[config.mk]
export PLATFORM = sky130hd
export DESIGN_NAME = comparator_serial_nbit_flat
export DESIGN_NICKNAME = d
export VERILOG_FILES = /design/src/rtl/comparator_serial_nbit_if.sv /design/src/rtl/comparator_serial_nbit.sv /design/src/flat_wrapper.sv
export SDC_FILE = /design/constraint.sdc
export NUM_CORES = 1
export LEC_CHECK = 0
export CORE_UTILIZATION = 50
export DETAILED_ROUTE_END_ITERATION = 6
export GPL_ROUTABILITY_DRIVEN = 0
export MAX_ROUTING_LAYER = met4
export PLACE_DENSITY = 0.78
export SLEW_MARGIN = 10
export SYNTH_ARGS = -nofsm -noshare
export SYNTH_HDL_FRONTEND = slang
export SYNTH_SLANG_ARGS = --single-unit
[constraint.sdc]
create_clock -name clk -period 2.05 [get_ports clk]
set_input_delay 0.5125 -clock clk [delete_from_list [all_inputs] [get_ports clk]]
set_output_delay 0.5125 -clock clk [all_outputs]
set_load 0.05 [all_outputs]
[src/rtl/comparator_serial_nbit_if.sv]
// Handshake and operand bundle for the bit-serial magnitude comparator.
// The signed_mode signal exists only when CMP_SIGNED_EN is defined.
interface comparator_serial_nbit_if #(
  parameter int unsigned WIDTH = 8
);
  logic             start;
  logic [WIDTH-1:0] a;
  logic [WIDTH-1:0] b;
  logic             busy;
  logic             done;
  logic             gt;
  logic             eq;
  logic             lt;
`ifdef CMP_SIGNED_EN
  logic             signed_mode;

  modport master (
    output start, a, b, signed_mode,
    input  busy, done, gt, eq, lt
  );

  modport slave (
    input  start, a, b, signed_mode,
    output busy, done, gt, eq, lt
  );
`else
  modport master (
    output start, a, b,
    input  busy, done, gt, eq, lt
  );

  modport slave (
    input  start, a, b,
    output busy, done, gt, eq, lt
  );
`endif
endinterface

[src/rtl/comparator_serial_nbit.sv]
// Bit-serial N-bit magnitude comparator: scans MSB first and stops at the first differing bit.
// Optional two's-complement compare is enabled by defining CMP_SIGNED_EN.
module comparator_serial_nbit #(
  parameter int unsigned WIDTH = 8
) (
  input  logic                    clk,
  input  logic                    rst_n,
  comparator_serial_nbit_if.slave cmp
);

  localparam int unsigned IdxW = $clog2(WIDTH);
  localparam logic [IdxW-1:0] IdxMsb = IdxW'(WIDTH - 1);

  typedef enum logic [1:0] {StIdle, StShift, StDone} state_e;

  state_e           state_q, state_d;
  logic [WIDTH-1:0] a_q, a_d;
  logic [WIDTH-1:0] b_q, b_d;
  logic [IdxW-1:0]  idx_q, idx_d;
  logic             gt_q, gt_d;
  logic             eq_q, eq_d;
  logic             lt_q, lt_d;
  logic             bit_a, bit_b;
  logic             msb_inv;
  logic             a_wins;

`ifdef CMP_SIGNED_EN
  logic             signed_q, signed_d;
`endif

  always_comb begin
    state_d = state_q;
    a_d     = a_q;
    b_d     = b_q;
    idx_d   = idx_q;
    gt_d    = gt_q;
    eq_d    = eq_q;
    lt_d    = lt_q;
`ifdef CMP_SIGNED_EN
    signed_d = signed_q;
    // A sign-bit difference means the operand with a 0 there is the larger one.
    msb_inv  = signed_q && (idx_q == IdxMsb);
`else
    msb_inv  = 1'b0;
`endif
    bit_a  = a_q[idx_q];
    bit_b  = b_q[idx_q];
    a_wins = bit_a ^ msb_inv;

    case (state_q)
      StIdle: begin
        if (cmp.start) begin
          state_d = StShift;
          a_d     = cmp.a;
          b_d     = cmp.b;
          idx_d   = IdxMsb;
          gt_d    = 1'b0;
          eq_d    = 1'b0;
          lt_d    = 1'b0;
`ifdef CMP_SIGNED_EN
          signed_d = cmp.signed_mode;
`endif
        end
      end
      StShift: begin
        if (bit_a != bit_b) begin
          gt_d    = a_wins;
          lt_d    = ~a_wins;
          state_d = StDone;
        end else if (idx_q == '0) begin
          eq_d    = 1'b1;
          state_d = StDone;
        end else begin
          idx_d = idx_q - 1'b1;
        end
      end
      StDone:  state_d = StIdle;
      default: state_d = StIdle;
    endcase
  end

  always_ff @(posedge clk or negedge rst_n) begin
    if (!rst_n) begin
      state_q <= StIdle;
      a_q     <= '0;
      b_q     <= '0;
      idx_q   <= '0;
      gt_q    <= 1'b0;
      eq_q    <= 1'b0;
      lt_q    <= 1'b0;
`ifdef CMP_SIGNED_EN
      signed_q <= 1'b0;
`endif
    end else begin
      state_q <= state_d;
      a_q     <= a_d;
      b_q     <= b_d;
      idx_q   <= idx_d;
      gt_q    <= gt_d;
      eq_q    <= eq_d;
      lt_q    <= lt_d;
`ifdef CMP_SIGNED_EN
      signed_q <= signed_d;
`endif
    end
  end

  assign cmp.busy = (state_q != StIdle);
  assign cmp.done = (state_q == StDone);
  assign cmp.gt   = gt_q;
  assign cmp.eq   = eq_q;
  assign cmp.lt   = lt_q;

endmodule

[src/flat_wrapper.sv]
// flat-port wrapper written by rule: the top's interface ports become plain ports
module comparator_serial_nbit_flat 
#(
  parameter int unsigned WIDTH = 8
)
  (clk, rst_n, cmp_start, cmp_a, cmp_b, cmp_busy, cmp_done, cmp_gt, cmp_eq, cmp_lt);
  comparator_serial_nbit_if #(.WIDTH(WIDTH)) cmp_i ();
  input  logic clk;
  input  logic rst_n;
  input wire logic [$bits(cmp_i.start)-1:0] cmp_start;
  input wire logic [$bits(cmp_i.a)-1:0] cmp_a;
  input wire logic [$bits(cmp_i.b)-1:0] cmp_b;
  output wire logic [$bits(cmp_i.busy)-1:0] cmp_busy;
  output wire logic [$bits(cmp_i.done)-1:0] cmp_done;
  output wire logic [$bits(cmp_i.gt)-1:0] cmp_gt;
  output wire logic [$bits(cmp_i.eq)-1:0] cmp_eq;
  output wire logic [$bits(cmp_i.lt)-1:0] cmp_lt;
  assign cmp_i.start = cmp_start;
  assign cmp_i.a = cmp_a;
  assign cmp_i.b = cmp_b;
  assign cmp_busy = cmp_i.busy;
  assign cmp_done = cmp_i.done;
  assign cmp_gt = cmp_i.gt;
  assign cmp_eq = cmp_i.eq;
  assign cmp_lt = cmp_i.lt;
  comparator_serial_nbit #(.WIDTH(WIDTH)) u_core (.clk(clk), .rst_n(rst_n), .cmp(cmp_i));
endmodule
==> Word level (Yosys, flattened, before mapping) <==
Index checks and enable logic that the tools add are counted.
{ "classes": {"n_bitwise": 1, "eq_ne": 9, "mux": 20, "add_sub_neg": 1, "n_lt_le_gt_ge": 1, "n_reduce_logical": 9} }
{ "op_table": {"columns": ["op", "n"], "rows": [
  ["two-way mux 3 bit", 3],
  ["AND reduction 4 bit", 2],
  ["two-way mux 1 bit", 7],
  ["binary-select mux 1 bit (select 3 bit)", 2],
  ["two-way mux 2 bit", 3],
  ["!= test 2 bit (second input constant)", 3],
  ["case mux 1 bit (2 select lines)", 3],
  ["case mux 3 bit (2 select lines)", 1],
  ["< comparator 3 x 4 -> 1 bit (second input constant)", 1],
  ["!= test 2 x 1 -> 1 bit (second input constant)", 2],
  ["case mux 2 bit (2 select lines)", 1],
  ["AND reduction 2 bit", 2],
  ["nonzero test 2 bit", 2],
  ["zero test 3 bit", 1],
  ["!= test 3 x 1 -> 1 bit (second input constant)", 1],
  ["AND reduction 3 bit", 1],
  ["subtractor 3 x 1 -> 3 bit (second input constant)", 1],
  ["== test 2 x 1 -> 1 bit (second input constant)", 1],
  ["== test 2 bit (second input constant)", 1],
  ["zero test 2 bit", 1],
  ["!= test 1 bit", 1],
  ["NOT 1 bit", 1]
]} }
{ "totals": {"regBits": 24} }

==> Depth between registers and ports, before layout <==
Gate-level depths: netlist of the first run.
{ "depth": {"word_depth": 5, "mapped_depth": 8, "ltp_nobuf": 7} }

==> Worst setup path before layout of the first run <==
Ideal clock, no wire load.
{ "synth_timing": {"kind": "reg2reg", "from": "register u_core.idx_q[0]", "to": "register u_core.idx_q[1]", "t_required_ps": 1927, "n_path_buf": 1, "setup_time_ps": 123, "path_slack_ps": 234, "t_arrival_ps": 1693, "path_stages_with_launch": 7, "period_less_slack_ps": 1816, "path_cell_list": "dfrtp_1 buf_6 mux4_1 mux2i_4 xor2_2 a22oi_2 a2bb2oi_1"} }
{ "synth_between": {"elab_chain_len": 5, "elab_cells_between_ends": 13, "classes_between": "add/sub: 1; eq/ne: 3; mux: 7; reduce/logical: 2"} }
{ "synth_lines": {"columns": ["item", "line_no", "source"], "rows": [
  ["start: declaration", "comparator_serial_nbit.sv:19", "logic [IdxW-1:0] idx_q, idx_d;"],
  ["start signal: assignment", "comparator_serial_nbit.sv:98", "idx_q <= idx_d;"],
  ["binary-select mux 1 bit (select 3 bit), on equally long branches", "comparator_serial_nbit.sv:46, comparator_serial_nbit.sv:47", null],
  ["two-way mux 1 bit, on equally long branches", "comparator_serial_nbit.sv:46, comparator_serial_nbit.sv:47", null],
  ["!= test 1 bit", "comparator_serial_nbit.sv:66", "if (bit_a != bit_b) begin"],
  ["!= test 2 bit (no line)", null, null],
  ["AND reduction 4 bit (no line)", null, null]
]} }
Several ways; a longest one is shown, not always the timed one. The select of a mux whose other input is x is not followed.
A chain may end at the register's enable or synchronous reset.

==> Worst setup path after layout of the first run <==
Ends and elaborated chain as after synthesis.

==> results of run 1 <==
-- final cells by class --
cell class / count / area, µm² / area share, %
repair buffers: 27 / 257.7 / 17.11
multi-input cells: 92 / 564.3 / 37.46
inverters: 3 / 11.26 / 0.7475
flip-flops and latches: 24 / 601.8 / 39.95
well taps: 28 / 35.03 / 2.326
clock buffers: 4 / 36.28 / 2.409
-- worst min-delay path by stage --
stage / start / to / slack [ns] / cells after the start
after floorplan: rst_n / u_core.a_q[0]$_DFFE_PN0P_ / 0.22 / 0
after global placement: u_core.b_q[5]$_DFFE_PN0P_ / u_core.b_q[5]$_DFFE_PN0P_ / 0.45 / 2
after detailed placement: u_core.b_q[5]$_DFFE_PN0P_ / u_core.b_q[5]$_DFFE_PN0P_ / 0.46 / 2
after CTS: u_core.b_q[5]$_DFFE_PN0P_ / u_core.b_q[5]$_DFFE_PN0P_ / 0.49 / 2
after global routing: u_core.a_q[4]$_DFFE_PN0P_ / u_core.a_q[4]$_DFFE_PN0P_ / 0.53 / 2
final: u_core.b_q[5]$_DFFE_PN0P_ / u_core.b_q[5]$_DFFE_PN0P_ / 0.49 / 2
-- sequential cells by signal, summed over array words and instances, names as in the netlist --
register and count:
u_core.state_q 2, u_core.idx_q 3, u_core.cmp.lt 1, u_core.a_q 8, u_core.cmp.gt 1, u_core.b_q 8
u_core.cmp.eq 1
-- placed cells by master, fill, tap and decap left out --
master,count
xor2_2,1
mux2i_4,2
a31oi_1,2
ha_1,2
nand2_1,50
buf_4,7
mux4_1,2
dlymetal6s2s_1,2
nor3_2,1
dfrtp_1,23
nand3_1,1
and2b_1,1
clkbuf_8,1
and2_1,2
a2bb2oi_1,1
nand2_2,1
or2b_1,1
a211oi_1,1
o21ai_1,2
a21oi_1,3
nor2_1,10
o22ai_1,1
nor2b_1,2
inv_1,3
dfrtp_2,1
clkbuf_4,3
mux4_2,2
xnor2_1,1
a22oi_2,1
clkdlybuf4s50_1,18
nand2b_1,2
-- power groups by stage --
stage          Sequential, mW  Clock (mW)  Combinational (mW)
2_1_floorplan           0.840           0               0.920
3_3_place_gp            0.841           0                1.15
3_5_place_dp            0.853           0                1.17
4_1_cts                 0.848       0.254                1.19
5_1_grt                 0.878       0.276                1.33
6_report                0.850       0.249                1.21
-- worst max-delay path: cells and delay by family, from the launching register on --
kind           cells  cell delay (ns)
multiplexers       2             0.84
flip-flops         1             0.46
AO/OA/AOI/OAI      2             0.26
XOR/XNOR           1             0.24
-- cells by family after synthesis --
| logic type | count (synthesis) | share of synthesized area [%] |
|---|---|---|
| simple gates | 71 | 24.87 |
| flops | 24 | 49.95 |
| compound gates | 11 | 6.035 |
| buf+inv | 8 | 3.121 |
| mux | 6 | 11.86 |
| xor+xnor | 2 | 2.082 |
| fa+ha+maj | 2 | 2.081 |
-- through the flow --
step	cell area, µm²	instances	hold slack (ns)	utilization [%]
after floorplan	1202	124	0.2169	-
after global placement	1456	173	0.4544	65.21
after detailed placement	1456	173	0.4563	65.21
after CTS	1493	177	0.4888	66.83
after global routing	1506	178	0.5288	67.45
final	1506	178	0.4880	67.45
-- routing by layer --
metal / wire [µm] / global-route usage, %
met3: 108 / 4.464
met5: 0 / -
met1: 1051 / 26.14
met2: 1215 / 38.16
met4: 39 / 8.333
-- repair_timing --
item | in CTS | in global routing
resized for setup | 0 | 3
hold buffers | 0 | 0
endpoints found under the setup margin | 0 | 5
setup buffers | 0 | 1
==> impl_metrics.yaml, run 1 <==
worst_setup_path:
  critPathMaxStageDelay_ns: 0.61
  r2r_cells: 5
  cp_slowest_cell: "mux4_1"
  rr_startpoint: "u_core.idx_q[0]$_DFFE_PN0P_"
  cp-endpoint: "u_core.idx_q[1]$_DFFE_PN0P_"
  reg2reg_slack_ns: 0.14
  critPathCaptureType: "flip-flop"
  arrival_ns: 2.12
  start_kind: "flip-flop"
  crit_type: "reg2reg"
  path_max_fanout: 6
  worst_r2r_endpoint: "u_core.idx_q[1]$_DFFE_PN0P_"
  critPathLaunch: "u_core.idx_q[0]$_DFFE_PN0P_"
  cp_cell_sequence: "mux4_1 -> mux2i_4 -> xor2_2 -> a22oi_2 -> a2bb2oi_1"
  crit_required_ns: 2.26
sta:
  slew_headroom_pct: 66.75
  clock_skew_ns: 0.009647
  rsz0062_at_grt: "no"
  finalWorstSetupSlack_ns: 0.1389
  worst_slew_pin_slew_ns: 0.4979
  max_freq_ghz: 0.5233
  slew_violations: 0
  timing.final.crit_period_ns: 1.911
  min_period_over_period_pct: 93.22
  fin_tns_setup_ns: 0
  setup_viol: 0
  hold_viol: 0
floorplanning:
  fp.dieW_um: 51.04
  initial_core_util_pct: 53.84
  ios: 24
  die_y_um: 51.04
  dieArea_mm2: 0.002605
  rows: 17
  core_area_mm2: 0.002233
cells_and_area:
  num_antenna_cells: 0
  fill_cells: 174
  nNetsFinal: 172
  drive_gt1_share_pct: 13.33
  area_growth_pct: 25.29
synthesis:
  netlist_instances: 124
  synth_edf_count: 0
  netlist_top_cells_area: "dfrtp_1, nand2_1, mux4_1, mux2i_4, mux4_2"
  ys_seq_elements: 24
  synth_area_mm2: 0.001202
  synth_most_common_cell: "nand2_1"
  async_reset_ff_share_pct: 100.0
  netlist.area_leader.share_pct: 49.95
  yosys.area.top_type: "dfrtp_1"
  synthesis.nets: 145
  yosys-top-cells-count: "nand2_1, dfrtp_1, nor2_1, clkbuf_1"
  ys_seq_area_share_pct: 49.95
  synth_top_flop_cell: "dfrtp_1"
  yosysWarningCount: 0
  ys_types: 27
  synth_area_per_cell_um2: 9.697
grt:
  grt_max_degree: 25
  antenna_found_initial: 0
  grt-ovfl-total: 0
  grt_use_total_pct: 22.41
  grt_pass1_vias: 899
  grt_pass1_wl_mm: 4.043
power_and_ir_drop:
  switching_share_pct: 42.49
  total_power_mw: 2.309
  intPower_mw: 1.328
  seqPwrFrac_pct: 36.8
  pwr-share-comb_pct: 52.4
  ir_worst_vdd_uv: 818.0
  switchingPower_mw: 0.9813
  clock_power_share_pct: 10.8
  power_density_mw_per_mm2: 1533
  leakage_nw: 0.7599
place:
  portBuffers: 23
  dpl.hpwl_mm: 1.706
  place_ws_ns: 0.04775
routing:
  wl_per_cell_um: 13.57
  num_vias: 915
  ant_nets: 0
  drt-total-wl_mm: 2.415
  drt-initial-drc-count: 20
  routed_via_density: 5.140
  drc: 0
  first_pass_iters: 4
flow_run:
  cap_viol_max_count: 0
worst_hold_path:
  hp-class: "reg2reg"
clock_tree:
  clk_path_buf_depth: 2
  cts_tree: "built"
  cts_sinks: 24
  cts_buffers: 3
  clock_latency_ns: 0.32
  cts-root-buf: "clkbuf_4"
  cts.htree.levels: 1
  clk_pin_slew_worst_paths_ns: 0.13
run_status:
  status: "completed"
(Power assumes the default switching activity.)
==> inputs of run 2 (changes only) <==
--- a/config.mk
+++ b/config.mk
@@ -5,6 +5,7 @@
 export SDC_FILE = /design/constraint.sdc
 export NUM_CORES = 1
 export LEC_CHECK = 0
+export CORE_MARGIN = 2
 export CORE_UTILIZATION = 50
 export DETAILED_ROUTE_END_ITERATION = 6
 export GPL_ROUTABILITY_DRIVEN = 0
==> run 2 against run 1 <==
  * Die area rose by 8.0%
  * Final cell count fell by 0.56%
  * Clock skew rose by 0.0060 ns
  * Clock-buffer cell count fell by 1
  * Combinational power fell by 3%
  * Hold slack got worse by 0.0021 ns
  * Non-clock buffer count fell by 1
==> impl_metrics.yaml, run 2 (same netlist as run 1, synthesis figures left out) <==
cells_and_area:
  seq_area_um2: 601.8
  area_growth_pct: 25.81
  final_cells: 177
  drive_gt1_share_pct: 12.75
  fill_cells: 184
  multi_input_area_um2: 564.3
  final_util_pct: 67.73
  layout_commonest_cell: "nand2_1"
  reg_top3: "u_core.a_q (8), u_core.b_q (8), u_core.idx_q (3)"
  nNetsFinal: 171
  num_antenna_cells: 0
  final_cell_mix: "nand2_1, dfrtp_1, clkdlybuf4s50_1, nor2_1, buf_4"
worst_setup_path:
  crit_buf_inv: 1
  cp_cell_sequence: "clkdlybuf4s50_1"
  start_kind: "flip-flop"
  cp_slowest_cell: "clkdlybuf4s50_1"
  reg2reg_slack_ns: 0.09
  path_max_fanout: 2
  crit_type: "reg2out"
  rr_startpoint: "u_core.idx_q[0]$_DFFE_PN0P_"
  r2r_cells: 5
  critPathCaptureType: "primary output"
  crit_required_ns: 1.54
  worst-path-stages: 1
  cpLargestDelayFamily: "buffers and inverters"
  arrival_ns: 1.47
  critPathLaunch: "u_core.cmp.eq$_DFFE_PN0P_"
  worst_r2r_endpoint: "u_core.idx_q[1]$_DFFE_PN0P_"
  critPathMaxStageDelay_ns: 0.80
grt:
  grt_use_total_pct: 20.09
  grt_max_degree: 25
  grt_pass1_vias: 933
  grt_pass1_wl_mm: 3.953
  antenna_found_initial: 0
  grt-ovfl-total: 0
sta:
  finalWorstSetupSlack_ns: 0.06718
  min_period_over_period_pct: 96.72
  slew_headroom_pct: 66.74
  fin_tns_setup_ns: 0
  rsz0062_at_grt: "no"
  max_freq_ghz: 0.5043
  worst_slew_pin_slew_ns: 0.4980
  clock_skew_ns: 0.01560
  slew_violations: 0
  setup_viol: 0
  timing.final.crit_period_ns: 1.983
  hold_viol: 0
clock_tree:
  hold_buffers: 0
  clk_pin_slew_worst_paths_ns: 0.12
  cts_sinks: 24
  cts-root-buf: "clkbuf_4"
  cts_buffers: 3
  cts_tree: "built"
  cts.htree.levels: 1
  post_cts_buffers: 0
  clk_path_buf_depth: 2
  clock_latency_ns: 0.31
power_and_ir_drop:
  leakage_nw: 0.7435
  power_density_mw_per_mm2: 1550
  ir_worst_vdd_uv: 801.4
floorplanning:
  fp.dieW_um: 53.04
  dieArea_mm2: 0.002813
  initial_core_util_pct: 53.84
  rows: 17
  die_y_um: 53.04
  core_area_mm2: 0.002233
  ios: 24
place:
  placed_cells: 173
  place_ws_ns: 0.05334
  dpl.hpwl_mm: 1.641
  portBuffers: 23
routing:
  drt-initial-drc-count: 17
  wl_per_cell_um: 12.53
  drt-total-wl_mm: 2.217
  first_pass_iters: 4
  routed_via_density: 5.102
  num_vias: 903
  ant_nets: 0
  drc: 0
worst_hold_path:
  hp-class: "reg2reg"
  hold_end: "u_core.b_q[1]$_DFFE_PN0P_"
  hold_depth: 2
  min-delay-start: "u_core.b_q[1]$_DFFE_PN0P_"
flow_run:
  cap_viol_max_count: 0
run_status:
  status: "completed"
==> run 2: layout make-up <==
class / instances / area share, %
Sequential cell: 24 / 39.78
Multi-Input combinational cell: 92 / 37.30
Timing Repair Buffer: 26 / 16.38
Tap cell: 28 / 2.316
Clock inverter: 1 / 1.985
Clock buffer: 3 / 1.489
Inverter: 3 / 0.7444
==> run 2: how the worst max path moves through the flow <==
| stage | end | slack [ns] |
|---|---|---|
| after floorplan | u_core.idx_q[1]$_DFFE_PN0P_ | 0.23 |
| after global placement | u_core.idx_q[1]$_DFFE_PN0P_ | 0.12 |
| after detailed placement | u_core.idx_q[1]$_DFFE_PN0P_ | 0.05 |
| after CTS | u_core.idx_q[1]$_DFFE_PN0P_ | 0.01 |
| after global routing | u_core.idx_q[1]$_DFFE_PN0P_ | 0.002 |
| final | cmp_eq | 0.07 |
==> run 2: power by group <==
group          leakage, nW  internal, mW  total (mW)  switching (mW)
combinational        0.422         0.517        1.17           0.655
clock               0.0279         0.197       0.340           0.142
sequential           0.293         0.681       0.832           0.151
total                0.744          1.40        2.34           0.948
==> run 2: repair_timing <==
action                                 in CTS  in global routing
setup endpoints to repair                   0                  4
resized for setup                           0                  2
endpoints found under the hold margin       0                  0
==> run 2: layer usage <==
metal | up-vias | GRT usage (%) | wire, µm | part of all wire (%)
li1 | 452 | - | - | -
met1 | 432 | 23.52 | 1031 | 47
met2 | 17 | 35.83 | 1096 | 49
met3 | 2 | 3.390 | 76 | 3.4
met4 | 0 | 5.128 | 12 | 0.54
met5 | - | - | 0 | 0
==> run 2: per-stage QoR <==
stage / hold WS (ns) / power, mW / instance area, µm²
after floorplan: 0.2169 / 1.760 / 1202
after detailed placement: 0.4561 / 2.020 / 1456
after global placement: 0.4554 / 1.993 / 1456
final: 0.4860 / 2.344 / 1513
after global routing: 0.5113 / 2.521 / 1513
after CTS: 0.4891 / 2.365 / 1509
==> inputs of run 3 (changes only) <==
--- a/config.mk
+++ b/config.mk
@@ -5,7 +5,6 @@
 export SDC_FILE = /design/constraint.sdc
 export NUM_CORES = 1
 export LEC_CHECK = 0
-export CORE_MARGIN = 2
 export CORE_UTILIZATION = 50
 export DETAILED_ROUTE_END_ITERATION = 6
 export GPL_ROUTABILITY_DRIVEN = 0
==> results of run 3 <==
No change in the layout: final DEF, timing and power equal those of run 1.
